**config.mk**
```make
export PLATFORM = sky130hd
export DESIGN_NAME = conv1_sched
export DESIGN_NICKNAME = d
export VERILOG_FILES = /design/src/rtl/conv1_pkg.sv /design/src/rtl/conv1_kern_latch.sv /design/src/rtl/conv1_sched.sv
export SDC_FILE = /design/constraint.sdc
export NUM_CORES = 1
export LEC_CHECK = 0
export BUFFER_PORTS_ARGS = -buffer_cell sky130_fd_sc_hd__buf_2
export CORE_UTILIZATION = 48
export CTS_BUF_LIST = sky130_fd_sc_hd__clkbuf_4 sky130_fd_sc_hd__clkbuf_8
export DETAILED_ROUTE_END_ITERATION = 8
export MAX_ROUTING_LAYER = met4
export PLACE_DENSITY = 0.78
export SYNTH_ARGS = -nofsm -noshare
export SYNTH_HDL_FRONTEND = slang
export SYNTH_SLANG_ARGS = --single-unit
```
**constraint.sdc**
```tcl
create_clock -name clk -period 2.65 [get_ports clk]
set_input_delay 0.3975 -clock clk [delete_from_list [all_inputs] [get_ports clk]]
set_output_delay 0.3975 -clock clk [all_outputs]
set_load 0.05 [all_outputs]
```
**src/rtl/conv1_pkg.sv**
```systemverilog
// Shared constants, types and helpers for the conv1 channel scheduler.
package conv1_pkg;

    localparam int N_CH     = 18;   // output channels sequenced per frame
    localparam int K_PER_CH = 5;    // kernels accumulated per output channel
    localparam int KW       = 25;   // bits per flattened 5x5 binary kernel
    localparam int bW       = 8;    // kernel offset width
    localparam int AW       = 7;    // kernel memory address width
    localparam int CW       = 5;    // channel index width
    localparam int SW       = 3;    // kernel slot index width
    localparam int IMG      = 28;   // input image side
    localparam int OMAP     = 24;   // output map side

    localparam logic [CW-1:0] CH_LAST = CW'(N_CH - 1);
    localparam logic [SW-1:0] K_LAST  = SW'(K_PER_CH - 1);

    typedef logic [KW-1:0] kernel_t;
    typedef logic [bW-1:0] offset_t;

    typedef enum logic [2:0] {
        ST_IDLE    = 3'd0,
        ST_FETCH   = 3'd1,
        ST_LATCH   = 3'd2,
        ST_COMPUTE = 3'd3,
        ST_EMIT    = 3'd4,
        ST_FIN     = 3'd5
    } sched_state_t;

    // Flat kernel memory index of kernel k belonging to channel ch.
    function automatic logic [AW-1:0] kern_index(input logic [CW-1:0] ch,
                                                 input logic [SW-1:0] k);
        logic [AW-1:0] idx;
        idx = AW'(ch) * AW'(K_PER_CH) + AW'(k);
        return idx;
    endfunction

endpackage

```
**src/rtl/conv1_kern_latch.sv**
```systemverilog
// Kernel slot register file plus offset register feeding the conv1 datapath.
module conv1_kern_latch
    import conv1_pkg::*;
(
    input  logic                     clk_i,
    input  logic                     rst_n_i,
    input  logic                     kern_we_i,
    input  logic [SW-1:0]            kern_slot_i,
    input  kernel_t                  kern_data_i,
    input  logic                     off_we_i,
    input  offset_t                  off_data_i,
    output logic [K_PER_CH*KW-1:0]   kern_bus_o,
    output offset_t                  off_o
);

    kernel_t slot_q [K_PER_CH];
    offset_t off_q;

    // Slot-addressed kernel writes and offset capture; contents survive abort.
    always_ff @(posedge clk_i or negedge rst_n_i) begin
        if (!rst_n_i) begin
            for (int i = 0; i < K_PER_CH; i++) begin
                slot_q[i] <= {KW{1'b0}};
            end
            off_q <= {bW{1'b0}};
        end else begin
            for (int i = 0; i < K_PER_CH; i++) begin
                if (kern_we_i && (kern_slot_i == SW'(i))) begin
                    slot_q[i] <= kern_data_i;
                end
            end
            if (off_we_i) begin
                off_q <= off_data_i;
            end
        end
    end

    // Pack the slots onto the flat kernel bus, slot k at bits [k*KW +: KW].
    always_comb begin
        kern_bus_o = {(K_PER_CH*KW){1'b0}};
        for (int i = 0; i < K_PER_CH; i++) begin
            kern_bus_o[i*KW +: KW] = slot_q[i];
        end
        off_o = off_q;
    end

endmodule

```
**src/rtl/conv1_sched.sv**
```systemverilog
// Per-frame sequencer: fetch 5 kernels + offset per channel, run the shared
// datapath, then hand each channel result downstream over valid/ready.
module conv1_sched
    import conv1_pkg::*;
(
    input  logic                     clk,
    input  logic                     rst_n,
    input  logic                     start,
    input  logic                     abort,
    output logic                     busy,
    output logic                     done,
    output logic                     wt_rd_en,
    output logic [AW-1:0]            wt_addr,
    input  kernel_t                  wt_rdata,
    output logic                     off_rd_en,
    output logic [CW-1:0]            off_addr,
    input  offset_t                  off_rdata,
    output logic [K_PER_CH*KW-1:0]   kern_bus,
    output offset_t                  off_out,
    output logic                     dp_start,
    input  logic                     dp_done,
    output logic                     res_valid,
    input  logic                     res_ready,
    output logic [CW-1:0]            res_chan
);

    sched_state_t  state_q, state_d;
    logic [CW-1:0] ch_q, ch_d;
    logic [SW-1:0] k_q, k_d;
    logic          first_q, first_d;   // marks the first COMPUTE cycle

    logic          kern_we_s;
    logic [SW-1:0] kern_slot_s;
    logic          off_we_s;

    // State, channel and kernel counters.
    always_ff @(posedge clk or negedge rst_n) begin
        if (!rst_n) begin
            state_q <= ST_IDLE;
            ch_q    <= {CW{1'b0}};
            k_q     <= {SW{1'b0}};
            first_q <= 1'b0;
        end else begin
            state_q <= state_d;
            ch_q    <= ch_d;
            k_q     <= k_d;
            first_q <= first_d;
        end
    end

    // Next-state logic; abort overrides every transition.
    always_comb begin
        state_d = state_q;
        ch_d    = ch_q;
        k_d     = k_q;
        first_d = 1'b0;
        if (abort) begin
            state_d = ST_IDLE;
        end else begin
            case (state_q)
                ST_IDLE: begin
                    if (start) begin
                        ch_d    = {CW{1'b0}};
                        k_d     = {SW{1'b0}};
                        state_d = ST_FETCH;
                    end else begin
                        state_d = ST_IDLE;
                    end
                end
                ST_FETCH: begin
                    if (k_q == K_LAST) begin
                        k_d     = {SW{1'b0}};
                        state_d = ST_LATCH;
                    end else begin
                        k_d     = k_q + SW'(1);
                    end
                end
                ST_LATCH: begin
                    first_d = 1'b1;
                    state_d = ST_COMPUTE;
                end
                ST_COMPUTE: begin
                    if (dp_done) begin
                        state_d = ST_EMIT;
                    end else begin
                        state_d = ST_COMPUTE;
                    end
                end
                ST_EMIT: begin
                    if (!res_ready) begin
                        state_d = ST_EMIT;
                    end else if (ch_q == CH_LAST) begin
                        state_d = ST_FIN;
                    end else begin
                        ch_d    = ch_q + CW'(1);
                        k_d     = {SW{1'b0}};
                        state_d = ST_FETCH;
                    end
                end
                ST_FIN: begin
                    state_d = ST_IDLE;
                end
                default: begin
                    state_d = ST_IDLE;
                end
            endcase
        end
    end

    // Latch enables: read data lags the strobe by one cycle, so slot k-1 is
    // written while kernel k is requested and slot 4 in LATCH.
    always_comb begin
        kern_we_s   = 1'b0;
        kern_slot_s = {SW{1'b0}};
        off_we_s    = 1'b0;
        if (abort) begin
            kern_we_s = 1'b0;
        end else if ((state_q == ST_FETCH) && (k_q != {SW{1'b0}})) begin
            kern_we_s   = 1'b1;
            kern_slot_s = k_q - SW'(1);
            off_we_s    = (k_q == SW'(1));
        end else if (state_q == ST_LATCH) begin
            kern_we_s   = 1'b1;
            kern_slot_s = K_LAST;
        end else begin
            kern_we_s = 1'b0;
        end
    end

    // Output decode purely from registered state.
    always_comb begin
        busy      = (state_q != ST_IDLE);
        done      = (state_q == ST_FIN);
        wt_rd_en  = (state_q == ST_FETCH);
        wt_addr   = wt_rd_en ? kern_index(ch_q, k_q) : {AW{1'b0}};
        off_rd_en = (state_q == ST_FETCH) && (k_q == {SW{1'b0}});
        off_addr  = off_rd_en ? ch_q : {CW{1'b0}};
        dp_start  = (state_q == ST_COMPUTE) && first_q;
        res_valid = (state_q == ST_EMIT);
        res_chan  = ch_q;
    end

    conv1_kern_latch u_latch (
        .clk_i       (clk),
        .rst_n_i     (rst_n),
        .kern_we_i   (kern_we_s),
        .kern_slot_i (kern_slot_s),
        .kern_data_i (wt_rdata),
        .off_we_i    (off_we_s),
        .off_data_i  (off_rdata),
        .kern_bus_o  (kern_bus),
        .off_o       (off_out)
    );

endmodule

```
* Yosys cells after proc, flatten, opt, wreduce, memory -nomap -nowiden
Cells that the tools add are included.
Word-level totals: flip-flop bits (word level) 145, bits in latches 0, bits in writable memories 0, bits in read-only memories 0, logic and storage cells 76, memories 0
Operators by class: add/subtract/negate cells 4, multipliers 1, divide/modulo/power cells 0, $lt $le $gt $ge 0, equal/unequal tests 16, shift-type cells 0, mux-type cells 27, bitwise operators 1, reduce and logical (&&, ||, !) cells 17
Operators by type and width (count):
- 2-to-1 mux 3 bit | 12
- 2-to-1 mux 5 bit | 4
- case mux 3 bit (5 select lines) | 1
- == test 3 x 2 -> 1 bit, second input constant | 4
- == test 3 bit, second input constant | 4
- case mux 5 bit (2 select lines) | 1
- AND reduction 5 bit | 2
- == test 3 x 1 -> 1 bit, second input constant | 3
- zero test 3 bit | 3
- case mux 3 bit (3 select lines) | 1
- nonzero test 3 bit | 3
- logical AND 1 bit | 8
- adder 7 x 3 -> 7 bit | 1
- multiplier 5 x 3 -> 7 bit, second input constant | 1
- 2-to-1 mux 1 bit | 7
- 2-to-1 mux 7 bit | 1
- adder 5 x 1 -> 5 bit, second input constant | 1
- == test 5 bit, second input constant | 1
- inequality test 2 bit, second input constant | 2
- adder 3 x 1 -> 3 bit, second input constant | 1
- inequality test 3 x 2 -> 1 bit, second input constant | 1
- subtractor 3 x 1 -> 3 bit, second input constant | 1
- inequality test 2 x 1 -> 1 bit, second input constant | 1
- nonzero test 2 bit | 1
- NOT 1 bit | 1

* Logic depth before layout (Yosys ltp)
Gate-level depths: netlist (run 1).
depth in word-level cells 6, depth in mapped cells 8, gate-level depth less buffers 7

* Modules after synthesis
Synthesis (run 1) repeated with hierarchy kept, for this count alone.
Unflattened totals: cell total of the unflattened synthesis 424, area, all modules 6272.3 µm²
By module, submodules not included:
- conv1_kern_latch | instances 1, cells each 285, area an instance 5027.3 µm²
- conv1_sched | instances 1, cells each 139, area an instance 1244.9 µm²

* Worst setup path before layout (run 1)
OpenSTA, ideal clock, no wires.
path kind register -> output, start point register ch_q[3] (netlist: res_chan[3]), end point output wt_addr[6], arrival 3099 ps, required time 2253 ps, setup slack -847 ps, cell stages (with the launch flop) 8, buffers on the path 0, path through dfrtp_1 > ha_1 > ha_1 > ha_1 > o21ai_0 > o21bai_1 > a21oi_1 > o21ai_0
On the way: longest elaborated chain between the ends 3
RTL lines:
- from (decl) | RTL line conv1_sched.sv:28 | logic [CW-1:0] ch_q, ch_d;
- from (signal assigned) | RTL line conv1_sched.sv:40 | ch_q <= {CW{1'b0}};
- from (signal assigned) | RTL line conv1_sched.sv:45 | ch_q <= ch_d;
- multiplier 5 x 3 -> 7 bit | RTL line conv1_pkg.sv:33 | idx = AW'(ch) * AW'(K_PER_CH) + AW'(k);
- adder 7 x 3 -> 7 bit | RTL line conv1_pkg.sv:33
- 2-to-1 mux 7 bit | RTL line conv1_sched.sv:135 | wt_addr = wt_rd_en ? kern_index(ch_q, k_q) : {AW{1'b0}};
- to (decl) | RTL line conv1_sched.sv:13 | output logic [AW-1:0] wt_addr,
Every way passes these cells.

* Worst setup path after layout (run 1)
start point register ch_q[0] (netlist: res_chan[0]), end point output wt_addr[6]
The elaborated chain is that of the path after synthesis.

==> results, run 1 <==
- The final cell area excluding filler cells is 8450 um2.
- Routed signal wires occupy layers up through met4.
- The largest buffer count on any clock path is 2.
- The worst voltage drop across the vdd grid is 0.745 mV.
- The checks that failed: setup timing.
- The routed via count is 4,370.
- The HPWL after detailed placement is 10.3 mm.
- The total area inside the core boundary comes to 12,800 um2.
- After synthesis the netlist holds a flip-flop and latch count of 145.
- The routed via count divided by cell count is 5.23.
- The actual slew at the worst max-slew pin is 0.616 ns.
- At the worst endpoint, the required time is 2.25 ns.
- The final setup TNS is -1.31 ns.
- After Yosys synthesis, full adders, half adders and majority gates account for 4.22% of the synthesized area.
- Setup repair after global routing could not meet its margin everywhere.
- The mean instance size in the synthesized netlist is 15.3 um2.
- The DRC violations left is 0.
- The number of maximum-capacitance violations is 0.
- STA classifies the critical path startpoint as a flop.
- Summing the areas of all compound-gate instances in the mapped netlist gives 3.97% of the synthesized area.
- Clock skew on the completed layout was measured at 0.0150 ns.
- The post-detailed-placement cell area is 7750 um2.
- The number of fill cells is 939.
- The final layout contains 711 nets.
- The aggregate global routing overflow is 0.
- Of the total power, the share spent switching nets is 45.9%.
- After detailed routing, the average wire length per cell comes to 18.5 um.
- Summing the sequential cell areas from Yosys gives 56.7% of the chip area.
- The number of setup violations in the final report is 5.
- Multiplexer cells account for 26.1% of the synthesized area.
- The minimum setup slack among reg-to-reg paths is 0.09 ns.
- Counting flops with a built-in enable in the synthesized netlist gives 0.
- Detailed routing placed a total of 790 um of wire on met3.
- The CTS clock-pin slew for the worst setup and hold paths is 0.08 ns.
- The fraction of the mapped netlist area in simple logic gates is 5.61%.
- The width of the chip is 118 um.
- Yosys printed 0 warnings.
- The number of antenna violations at the first check in global routing is 0.
- The timing-limited maximum frequency is 324 MHz.
- The run finished, with violations left.
- The post-route clock period utilization is 116%.
- The clock network fraction of design power is 19.1%.
- Cell internal power was estimated by the tool at 5210 uW.
- The number of global-route vias before repair came to 4,803.
- During I/O placement, the number of pins put on the boundary was 195.
- In this run the tightest slew margin relative to its limit is 58.9%.
- The sum of routed wire length over all layers is 15.5 mm.
- The critical path arrival is 2.68 ns.
- The clock tree synthesis step divided the H-tree into 4 levels.
- For this run, the leading register cell type out of synthesis is dfrtp_1.
- The floorplan has 41 rows.
- For this design the static power due to leakage is 0.00460 uW.
- The area added between synthesis and finish is 31.9%.
- In the detailed route, the total length drawn on met2 is 7.82 mm.
- The die footprint is 13,800 um2.
- The type of element capturing the critical path is a primary output.
- The number of antenna diodes is 0.
- The number of hold violations in the final report is 0.
- The root buffer selected by CTS is clkbuf_8.
- The number of clock sinks is 145.
- The final RePlAce weighted congestion is 0.824.
- The clock tree from TritonCTS is built.
- The y dimension of the die is 118 um.
- Counting every instance in the synthesized netlist gives 419.
- The number of different library cells in the post-synthesis netlist is 53.
- The total power divided by cell area is 1140 nW/um2.
- In this run the power spent charging and discharging nets is 4410 uW.
- The fraction of synthesis flops using an asynchronous set or reset pin is 100%.
- The cell area that synthesis handed to floorplanning was 6400 um2.
- The type of the worst setup path is reg -> out.
- The number of input and output port buffers inserted is 194.
- In this run, the number of DRC markers left after iteration 0 of detailed routing was 190.
- After layout, the worst setup slack is -0.432 ns.
- The combinational family with the most area after synthesis is multiplexers.
- In the final layout, the share of cells above drive strength 1 is 66.1%.
- The number of antenna-violating nets in the routed design is 0.
- The first TritonRoute pass finished after 4 iterations.
- The worst reg2reg path depth is 6.
- The total count of max-transition violations in the final report is 0.
- The first global-routing pass estimated 25.4 mm of wire.
- The routed length on met1 is 6.61 mm.
- The worst hold path belongs to the class in -> reg.
- Combinational cells account for 47.3% of the total power.
- The part of the total power dissipated in sequential elements is 33.6%.
- For this configuration, the core starts out at a cell density of 49.9%.
- Entering global routing, the biggest net connects 64 pins.
- Along the worst path, the maximum fanout reaches 2.
- The total chip power is 9610 uW.
- The final period demand of the worst path is 3.08 ns.
- The net count after synthesis is 479.
- The worst hold path passes through 2 cells.
- The number of buffers created by CTS is 17.
- Of the total synthesized cell area, the portion taken by XOR and XNOR cells is 0.410%.
- The clock insertion delay at the later pin of the skew report is 0.44 ns.
- The total routing usage reported by global routing is 24.5%.
==> worst paths after layout <==
check,startpoint,endpoint
min reg2reg,u_latch.kern_bus_o[122],u_latch.kern_bus_o[122]
min,off_rdata[3],u_latch.off_o[3]
max in group asynchronous,rst_n,u_latch.kern_bus_o[102]
min in group asynchronous,rst_n,res_chan[4]
max,res_chan[0],wt_addr[6]
max reg2reg,k_q[0],u_latch.kern_bus_o[66]
==> kinds of logic after synthesis <==
family          after synthesis
flops                       145
mux                         135
simple gates                 55
compound gates               36
buf+inv                      24
fa+ha+maj                    21
xor+xnor                      3
==> synthesized netlist by cell type (all sizes together), types with 2 or more instances <==
cell type,n,share of area (%)
mux2,134,26
buf,15,2.5
nor4b,2,0.27
or3,3,0.31
dfrtp,145,57
xnor2,2,0.27
o21ai,4,0.31
inv,6,0.35
and2,8,0.78
nor3b,3,0.43
a22o,2,0.27
a211oi,2,0.23
a21oi,9,0.70
o21bai,3,0.35
or2,3,0.29
a31oi,2,0.20
nand2b,3,0.29
nor3,2,0.16
o41ai,3,0.41
ha,20,3.9
a21o,4,0.47
nor2b,2,0.20
or4,2,0.35
nand2,7,0.45
clkbuf,3,0.18
nand3,3,0.23
nor2,10,0.66
==> sequential cells by signal (all words and copies together), names as in the netlist <==
register,cells
u_latch.off_o,8
k_q,3
res_chan,5
state_q,3
u_latch.kern_bus_o,125
first_q,1
==> cells in the final DEF (no fill, tap or decap), types with 3 or more instances in the layout <==
cell type	count
a21o_1	4
nor2_4	4
dfrtp_1	138
bufinv_16	3
clkbuf_8	21
nand2b_1	3
ha_1	9
a21oi_1	8
buf_6	9
mux2_2	94
mux2_4	40
o41ai_1	3
ha_4	10
buf_4	34
and2_1	7
inv_1	5
buf_2	184
clkinv_2	3
dfrtp_2	6
nand3_1	3
nor2_1	4
nand2_1	6
o21bai_1	3
==> stage by stage <==
step	utilization [%]	worst slack (ns)	cells	hold slack (ns)
CTS	65.7	-0.454	834	0.151
finish	65.9	-0.432	835	0.187
floorplan	-	-0.129	419	0.102
global route	65.9	-0.497	835	0.165
global placement	60.4	-0.119	796	0.429
detailed placement	60.4	-0.208	796	0.423
==> worst max-delay path, cell delays in order, from the launching register on <==
cell and delay, ns:
dfrtp_4 0.49, ha_4 0.28, ha_4 0.21, ha_4 0.22, a211oi_4 0.26, o21bai_1 0.12, a2111o_1 0.42, o21ai_4 0.07
buf_6 0.17
==> metal layers <==
metal  GRT usage, %  vias up
li1               -     1963
met1           29.6     2216
met2           39.9      165
met3           6.35       26
met4           8.57        0
met5              -        -
==> timing repair <==
item	CTS	global route
endpoints found under the setup margin	9	38
buffers inserted	6	1
hold buffers	1	0
resized for setup	37	6
pin swaps	21	5
hold endpoints to repair	61	0
==> power by group through the flow <==
stage	combinational, uW	sequential, uW	clock [uW]
detailed placement	4490	3250	0
global route	4750	3310	1980
floorplan	1240	5370	0
global placement	4410	3200	0
finish	4550	3230	1830
CTS	4530	3220	1880
==> final cells by class <==
type	instances	area [um2]	share of cell area (%)
clock inverter	9	130	1.54
inverter	6	22.5	0.267
clock buffer	22	297	3.51
sequential	145	3640	43.1
tap	172	215	2.55
timing repair buffer	231	1340	15.9
multi-input combinational	250	2800	33.1
Power figures use the tool's default switching activity.
==> run 2, diff against run 1 <==
Settings changed: CORE_ASPECT_RATIO set to 0.7.
==> run 2 against run 1 <==
Against the previous run:
- critical endpoint unchanged
- power fell by 0.89%
- the run still ends with setup timing left
- core utilization rose by 0.59 points
- via count fell by 0.76%
- combinational power barely moved
- largest power group unchanged
- setup slack improved by 0.020 ns
- highest routed layer unchanged
- critical path depth did not move
- first-iteration DRC count fell by 24%
- wire length fell by 0.85%
- die area barely moved
- cell count fell by 1.2%
- non-clock buffer count fell by 1
==> results, run 2 (same netlist as run 1, synthesis figures left out) <==
- The number of maximum-capacitance violations came to 0 (unchanged).
- The endpoint of the lowest-slack register-to-register path is u_latch.kern_bus_o[115].
- TritonCTS built the clock tree.
- The met3 layer usage reported by global route is 6.61% (+0.26 points).
- The origin of the worst setup path is res_chan[0].
- The routed via count divided by cell count came to 5.26 (+0.45%).
- The cell that appears most often on the critical path is ha_4.
- The routing usage on met2 is 38.6% (-1.3 points).
- The total routing usage reported by global routing was 24.1% (-0.38 points).
- The total chip power is 9530 uW (-0.89%).
- The worst reg2reg path depth is 4 (-2).
- The routed via count is 4,337 (-0.76%).
- Clock tree synthesis selected as its root buffer the cell clkbuf_8.
- The minimum setup slack among reg-to-reg paths was 0.17 ns (+0.08 ns).
- The least setup slack across all paths after layout is -0.412 ns (+0.0196 ns).
- The wire length of the first global-routing pass is 24.8 mm (-2.2%).
- The combined flip-flop and latch cell area was 3640 um2 (about the same).
- The placeable core region came to 12,700 um2 (-0.82%).
- The met1 track utilization from global routing came to 30.7% (+1.2 points).
- The post-route clock period utilization was 116% (-0.74 points).
- The count of boundary I/O pins is 195 (unchanged).
- The final RePlAce weighted congestion is 0.883 (+7.2%).
- The CTS clock-pin slew for the worst setup and hold paths came to 0.09 ns (about the same).
- The number of clock sinks was 145 (unchanged).
- The largest buffer count on any clock path is 2 (unchanged).
- The die footprint is 13,800 um2 (about the same).
- The y dimension of the die came to 98.6 um (-16%).
- The area taken by multi-input logic gates is 2840 um2 (+1.3%).
- The aggregate global routing overflow was 0 (unchanged).
- The count of routing violations after the opening detailed-route iteration is 145 (-24%).
- The largest net degree at the start of global routing is 70 (+9.4%).
- The run finished, with violations left.
- The checks that failed: setup timing.
- The clock insertion delay at the later pin of the skew report is 0.42 ns (-0.02 ns).
- The area added between synthesis and finish is 32.0% (about the same).
- The number of antenna diodes is 0 (unchanged).
- The critical path goes through ha_4 > ha_4 > ha_4 > a211oi_4 > o21bai_1 > a2111o_1 > o21ai_4 > buf_6.
- Leaving out fill and tap cells, the most frequent cell in the layout is buf_2.
- The tightest slew margin relative to the limit is 38.4% (-21 points).
- The critical path arrival is 2.66 ns (-0.02 ns).
- The number of nets in the final layout is 710 (-0.14%).
- The share of cells above drive strength 1 is 66.4% (+0.30 points).
- The number of antenna-violating nets in the routed design is 0 (unchanged).
- The routed wire length per instance is 18.6 um (+0.35%).
- The number of detailed-routing iterations run before antenna repair is 4 (unchanged).
- The worst voltage drop across the vdd grid is 0.692 mV (-7.2%).
- The biggest cell delay along the critical path is 0.50 ns (about the same).
- The number of antenna violations at the first check in global routing is 0 (unchanged).
- The peak-usage layer in the global routing report is met2.
- The actual slew at the worst max-slew pin is 0.921 ns (+0.305 ns).
- The capture point of the worst path is wt_addr[6].
- The launch point of the worst reg-to-reg path is state_q[1].
- The type of element capturing the critical path is a primary output.
- The number of hold violations in the final report came to 0 (unchanged).
- The number of setup violations in the final report came to 5 (unchanged).
- The worst slack at placement is -0.220 ns (-0.0124 ns).
- The total count of max-transition violations in the final report is 0 (unchanged).
- The number of global-route vias before repair is 4,605 (-4.1%).
- The total power divided by cell area came to 1130 nW/um2 (-0.96%).
- The path class of the lowest-slack min-delay path is in -> reg.
- The number of buffers created by CTS was 17 (unchanged).
- Setup repair after global routing could not meet its margin everywhere.
- The number of input and output port buffers inserted is 194 (unchanged).
- Leaving out fill and tap cells, the most frequent cells in the layout are buf_2 (183), dfrtp_1 (139), mux2_2 (94), mux2_4 (40), buf_4 (35).
- The flip-flop count of the largest register, all copies and words added is 125 (unchanged).
- The clock skew after layout is 0.0142 ns (-0.000876 ns).
- The number of H-tree branching levels is 4 (unchanged).
- The static leakage is 0.00458 uW (-0.44%).
- The DRC violations left is 0 (unchanged).
- The type of the worst setup path is reg -> out.
- The standard-cell row count is 34 (-17%).
- The starting density of the core is 50.3% (+0.41 points).
- The worst-path maximum fanout was 2 (unchanged).
- The sum of routed wire length over all layers came to 15.3 mm (-0.85%).
- The critical path launch point type is a flop.
- The number of fill cells is 941 (+0.21%).
- The timing-limited maximum frequency is 327 MHz (+0.64%).
- The slowest stage of the critical path belongs to the cell dfrtp_4.
- The placed wire-length estimate after detailed placement is 10.8 mm (+4.3%).
- The width of the chip is 140 um (+19%).
- The final period demand of the worst path is 3.06 ns (-0.0196 ns).
- The required time of the critical path is 2.25 ns (about the same).
-- run 2: how the worst min path moves through the flow --
stage | from | to | slack, ns | cells past startpoint
2_1_floorplan | rst_n | first_q | 0.10 | 0
3_3_place_gp | rst_n | u_latch.kern_bus_o[67] | 0.38 | 1
3_5_place_dp | rst_n | u_latch.kern_bus_o[42] | 0.39 | 1
4_1_cts | off_rdata[7] | u_latch.off_o[7] | 0.17 | 2
5_1_grt | off_rdata[4] | u_latch.off_o[4] | 0.17 | 2
6_report | off_rdata[7] | u_latch.off_o[7] | 0.20 | 2
-- run 2: area by class of cell --
| class | instances | area share [%] |
|---|---|---|
| sequential | 145 | 43.0 |
| tap | 162 | 2.40 |
| clock inverter | 13 | 1.79 |
| timing repair buffer | 230 | 16.0 |
| multi-input combinational | 250 | 33.6 |
| clock buffer | 19 | 2.95 |
| inverter | 6 | 0.266 |
-- run 2: stage by stage --
stage / utilization, % / setup TNS (ns) / area (um2) / std cells / hold slack, ns
6_report: 66.4 / -1.17 / 8450 / 825 / 0.201
5_1_grt: 66.4 / -1.55 / 8450 / 825 / 0.173
4_1_cts: 66.0 / -1.25 / 8400 / 825 / 0.167
3_5_place_dp: 61.1 / -0.303 / 7770 / 788 / 0.389
3_3_place_gp: 61.1 / -0.157 / 7770 / 788 / 0.383
2_1_floorplan: - / -0.129 / 6480 / 419 / 0.102
-- run 2: repair_timing --
item                                   4_1_cts  5_1_grt
resized for setup                           36       10
hold buffers                                 1        0
setup endpoints to repair                   10       11
pin swaps                                   16        2
endpoints found under the hold margin       54        0
setup buffers                                5        1
-- run 2: power by group --
part           switching (uW)  total (uW)  internal, uW
registers                 363        3220          2860
clock network             871        1750           877
logic                    3240        4560          1320
total                    4470        9530          5050
-- run 2: critical path, delay by kind of cell (launching register included) --
family | cells | cell delay (ns)
AOI/OAI and AO/OA | 4 | 0.84
adders and majority gates | 3 | 0.72
buffers and inverters | 1 | 0.17
DFF | 1 | 0.50
-- run 2: per-layer routing --
metal / vias to the layer above / routed length [um]
li1: 1961 / -
met4: 0 / 165
met3: 13 / 884
met1: 2212 / 6770
met5: - / 0
met2: 151 / 7510
==> run 3, diff against run 2 <==
Settings changed: CORE_UTILIZATION 48 to 47, CTS_BUF_LIST sky130_fd_sc_hd__clkbuf_4 sky130_fd_sc_hd__clkbuf_8 to sky130_fd_sc_hd__clkbuf_8 sky130_fd_sc_hd__clkbuf_16, PLACE_DENSITY 0.78 to 0.77.
==> run 3 against run 2 <==
Against the previous run:
- the flow finishes with violations (hold timing, setup timing)
- cell count increased by 2.7%
- first-iteration DRC count decreased by 7.6%
- hold slack got worse by 0.22 ns
- non-clock buffer count decreased by 1
- sequential power about the same
- critical path type unchanged
- highest routed layer unchanged
==> results, run 3 (same netlist as run 1, synthesis figures left out) <==
- The core utilization of the finished layout is 65.4% (-1.0 points).
- The routed wire length per instance is 18.9 um (+1.9%).
- The clock skew after layout is 0.0103 ns (-0.00389 ns).
- The number of antenna diodes is 0 (unchanged).
- The number of setup violations in the final report is 5 (unchanged).
- Setup repair after global routing could not meet its margin everywhere.
- The number of H-tree branching levels is 4 (unchanged).
- The placeable core region is 13,200 um2 (+4.0%).
- The number of nets in the final layout is 711 (+0.14%).
- The tightest slew margin relative to the limit came to 56.8% (+18 points).
- The final period demand of the worst path is 3.05 ns (-0.0114 ns).
- The worst setup path is launched from a flop.
- The number of buffers created by CTS is 17 (unchanged).
- The final hold slack is -0.0147 ns (-0.216 ns).
- The minimum setup slack among reg-to-reg paths is 0.08 ns (-0.09 ns).
- The CTS clock-pin slew for the worst setup and hold paths is 0.06 ns (-0.03 ns).
- The worst register-to-register path begins at k_q[0].
- The critical path arrival is 2.65 ns (about the same).
- The final RePlAce weighted congestion was 0.824 (-6.6%).
- The flow ran to the end, but the final reports show violations.
- The library cells used most frequently in the layout, excluding fill and tap cells, are buf_2 (183), dfrtp_1 (139), mux2_2 (94), mux2_4 (40), buf_4 (33).
- The largest buffer count on any clock path is 2 (unchanged).
- The path class of the lowest-slack min-delay path is in -> async.
- The routed via count is 4,399 (+1.4%).
- The routed length on met1 is 7.17 mm (+6.0%).
- The checks that failed: hold timing, setup timing.
- The area growth from synthesis to layout is 35.1%.
- The actual slew at the worst max-slew pin is 0.646 ns (-0.276 ns).
- The y dimension of the die is 99.7 um (+1.0%).
- TritonCTS built the clock tree.
- The number of clock sinks is 145 (unchanged).
- The required time of the critical path is 2.25 ns (about the same).
- The number of input and output port buffers inserted is 194 (unchanged).
- The width of the chip is 142 um (+1.0%).
- The root buffer selected by CTS is clkbuf_16.
- The clock insertion delay at the later pin of the skew report was 0.40 ns (-0.02 ns).
- The endpoint of the lowest-slack register-to-register path is u_latch.kern_bus_o[35].
- The DRC violations left is 0 (unchanged).
- The total power divided by cell area is 1180 nW/um2 (+4.9%).
- The total count of max-transition violations in the final report was 0 (unchanged).
- The worst voltage drop across the vdd grid was 0.797 mV (+15%).
- The worst reg2reg path depth is 7 (+3).
- The number of antenna-violating nets in the routed design is 0 (unchanged).
- The length of routed met3 wiring is 900 um (+1.8%).
- The worst-path maximum fanout is 2 (unchanged).
- The wire length of the first global-routing pass came to 25.5 mm (+3.0%).
- The final setup TNS was -1.29 ns (-0.121 ns).
- The die footprint is 14,100 um2 (+2.1%).
- The type of the worst setup path is reg -> out.
- The number of maximum-capacitance violations is 0 (unchanged).
- The standard-cell row count was 35 (+2.9%).
- The number of hold violations in the final report is 11 (+11).
- The flip-flop count of the largest register, all copies and words added is 125 (unchanged).
- The total routing usage reported by global routing is 24.6% (+0.53 points).
- The number of global-route vias before repair was 4,603 (-0.043%).
- The least setup slack across all paths after layout is -0.401 ns (+0.0114 ns).
- The number of antenna violations at the first check in global routing was 0 (unchanged).
- The starting density of the core is 48.4% (-1.9 points).
- The highest metal layer carrying signal wires in the routed design is met4.
- The type of element capturing the critical path is a primary output.
- The share of cells above drive strength 1 was 66.6% (+0.25 points).
- The commonest non-fill, non-tap cell in the layout is buf_2.
- The post-route clock period utilization came to 115% (-0.43 points).
- The largest net degree at the start of global routing is 65 (-7.1%).
- The static leakage is 0.00468 uW (+2.2%).
- The count of boundary I/O pins is 195 (unchanged).
- The number of detailed-routing iterations run before antenna repair was 4 (unchanged).
- The sum of routed wire length over all layers came to 16.0 mm (+4.6%).
- The timing-limited maximum frequency is 328 MHz (+0.37%).
- The placed wire-length estimate after detailed placement is 10.7 mm (-0.90%).
- The aggregate global routing overflow was 0 (unchanged).
- The number of buffers inserted for hold repair after clock tree synthesis was 0 (-1).
- The routed via count divided by cell count is 5.19 (-1.2%).
- The met2 wire length was 7.80 mm (+3.8%).
- The count of routing violations after the opening detailed-route iteration was 134 (-7.6%).
-- run 3: worst max-delay path by stage --
stage / end / slack [ns] / start
6_report: wt_addr[5] / -0.40 / res_chan[0]
5_1_grt: wt_addr[5] / -0.46 / res_chan[0]
4_1_cts: wt_addr[6] / -0.37 / res_chan[0]
3_5_place_dp: wt_addr[6] / -0.15 / res_chan[1]
3_3_place_gp: wt_addr[6] / -0.15 / res_chan[1]
2_1_floorplan: wt_addr[6] / -0.13 / res_chan[1]
-- run 3: per-stage QoR --
step | hold slack [ns] | area [um2] | total power (uW) | setup WS [ns] | cells
global placement | 0.422 | 7800 | 7640 | -0.148 | 810
floorplan | 0.102 | 6480 | 6610 | -0.129 | 419
finish | -0.0147 | 8650 | 10200 | -0.401 | 847
detailed placement | 0.437 | 7800 | 7760 | -0.152 | 810
global route | 0.0215 | 8650 | 10700 | -0.460 | 847
CTS | 0.00500 | 8610 | 10300 | -0.367 | 844
-- run 3: final cells by class --
cell class	count	area, um2
Fill cell	1001	4570
Sequential cell	145	3640
Multi-Input combinational cell	252	2830
Timing Repair Buffer	229	1350
Clock buffer	17	425
Tap cell	185	231
Clock inverter	13	161
Inverter	6	22.5
-- run 3: routing by layer --
layer / GRT usage (%) / vias to the layer above
met4: 6.29 / 0
met2: 38.9 / 144
li1: - / 1967
met1: 32.1 / 2272
met5: - / -
met3: 5.92 / 16
-- run 3: critical path, cell delays in order, from the launching register on --
cell and delay [ns]:
dfrtp_4 0.50, ha_4 0.29, ha_4 0.21, buf_4 0.14, fa_2 0.34, a21o_1 0.19, a21oi_2 0.18, xor2_2 0.21
nor2_4 0.04, buf_6 0.15
-- run 3: timing repair --
action                                  4_1_cts  5_1_grt
buffers inserted                              3        3
endpoints found under the setup margin       32      110
gates cloned                                  1        1
pin swaps                                    17        6
gates resized for setup                      38        8
-- run 3: power breakdown --
| part | internal [uW] | leakage [uW] | switching, uW |
|---|---|---|---|
| Sequential | 2860 | 0.00194 | 375 |
| Combinational | 1340 | 0.00246 | 3270 |
| Clock | 1480 | 0.000290 | 914 |
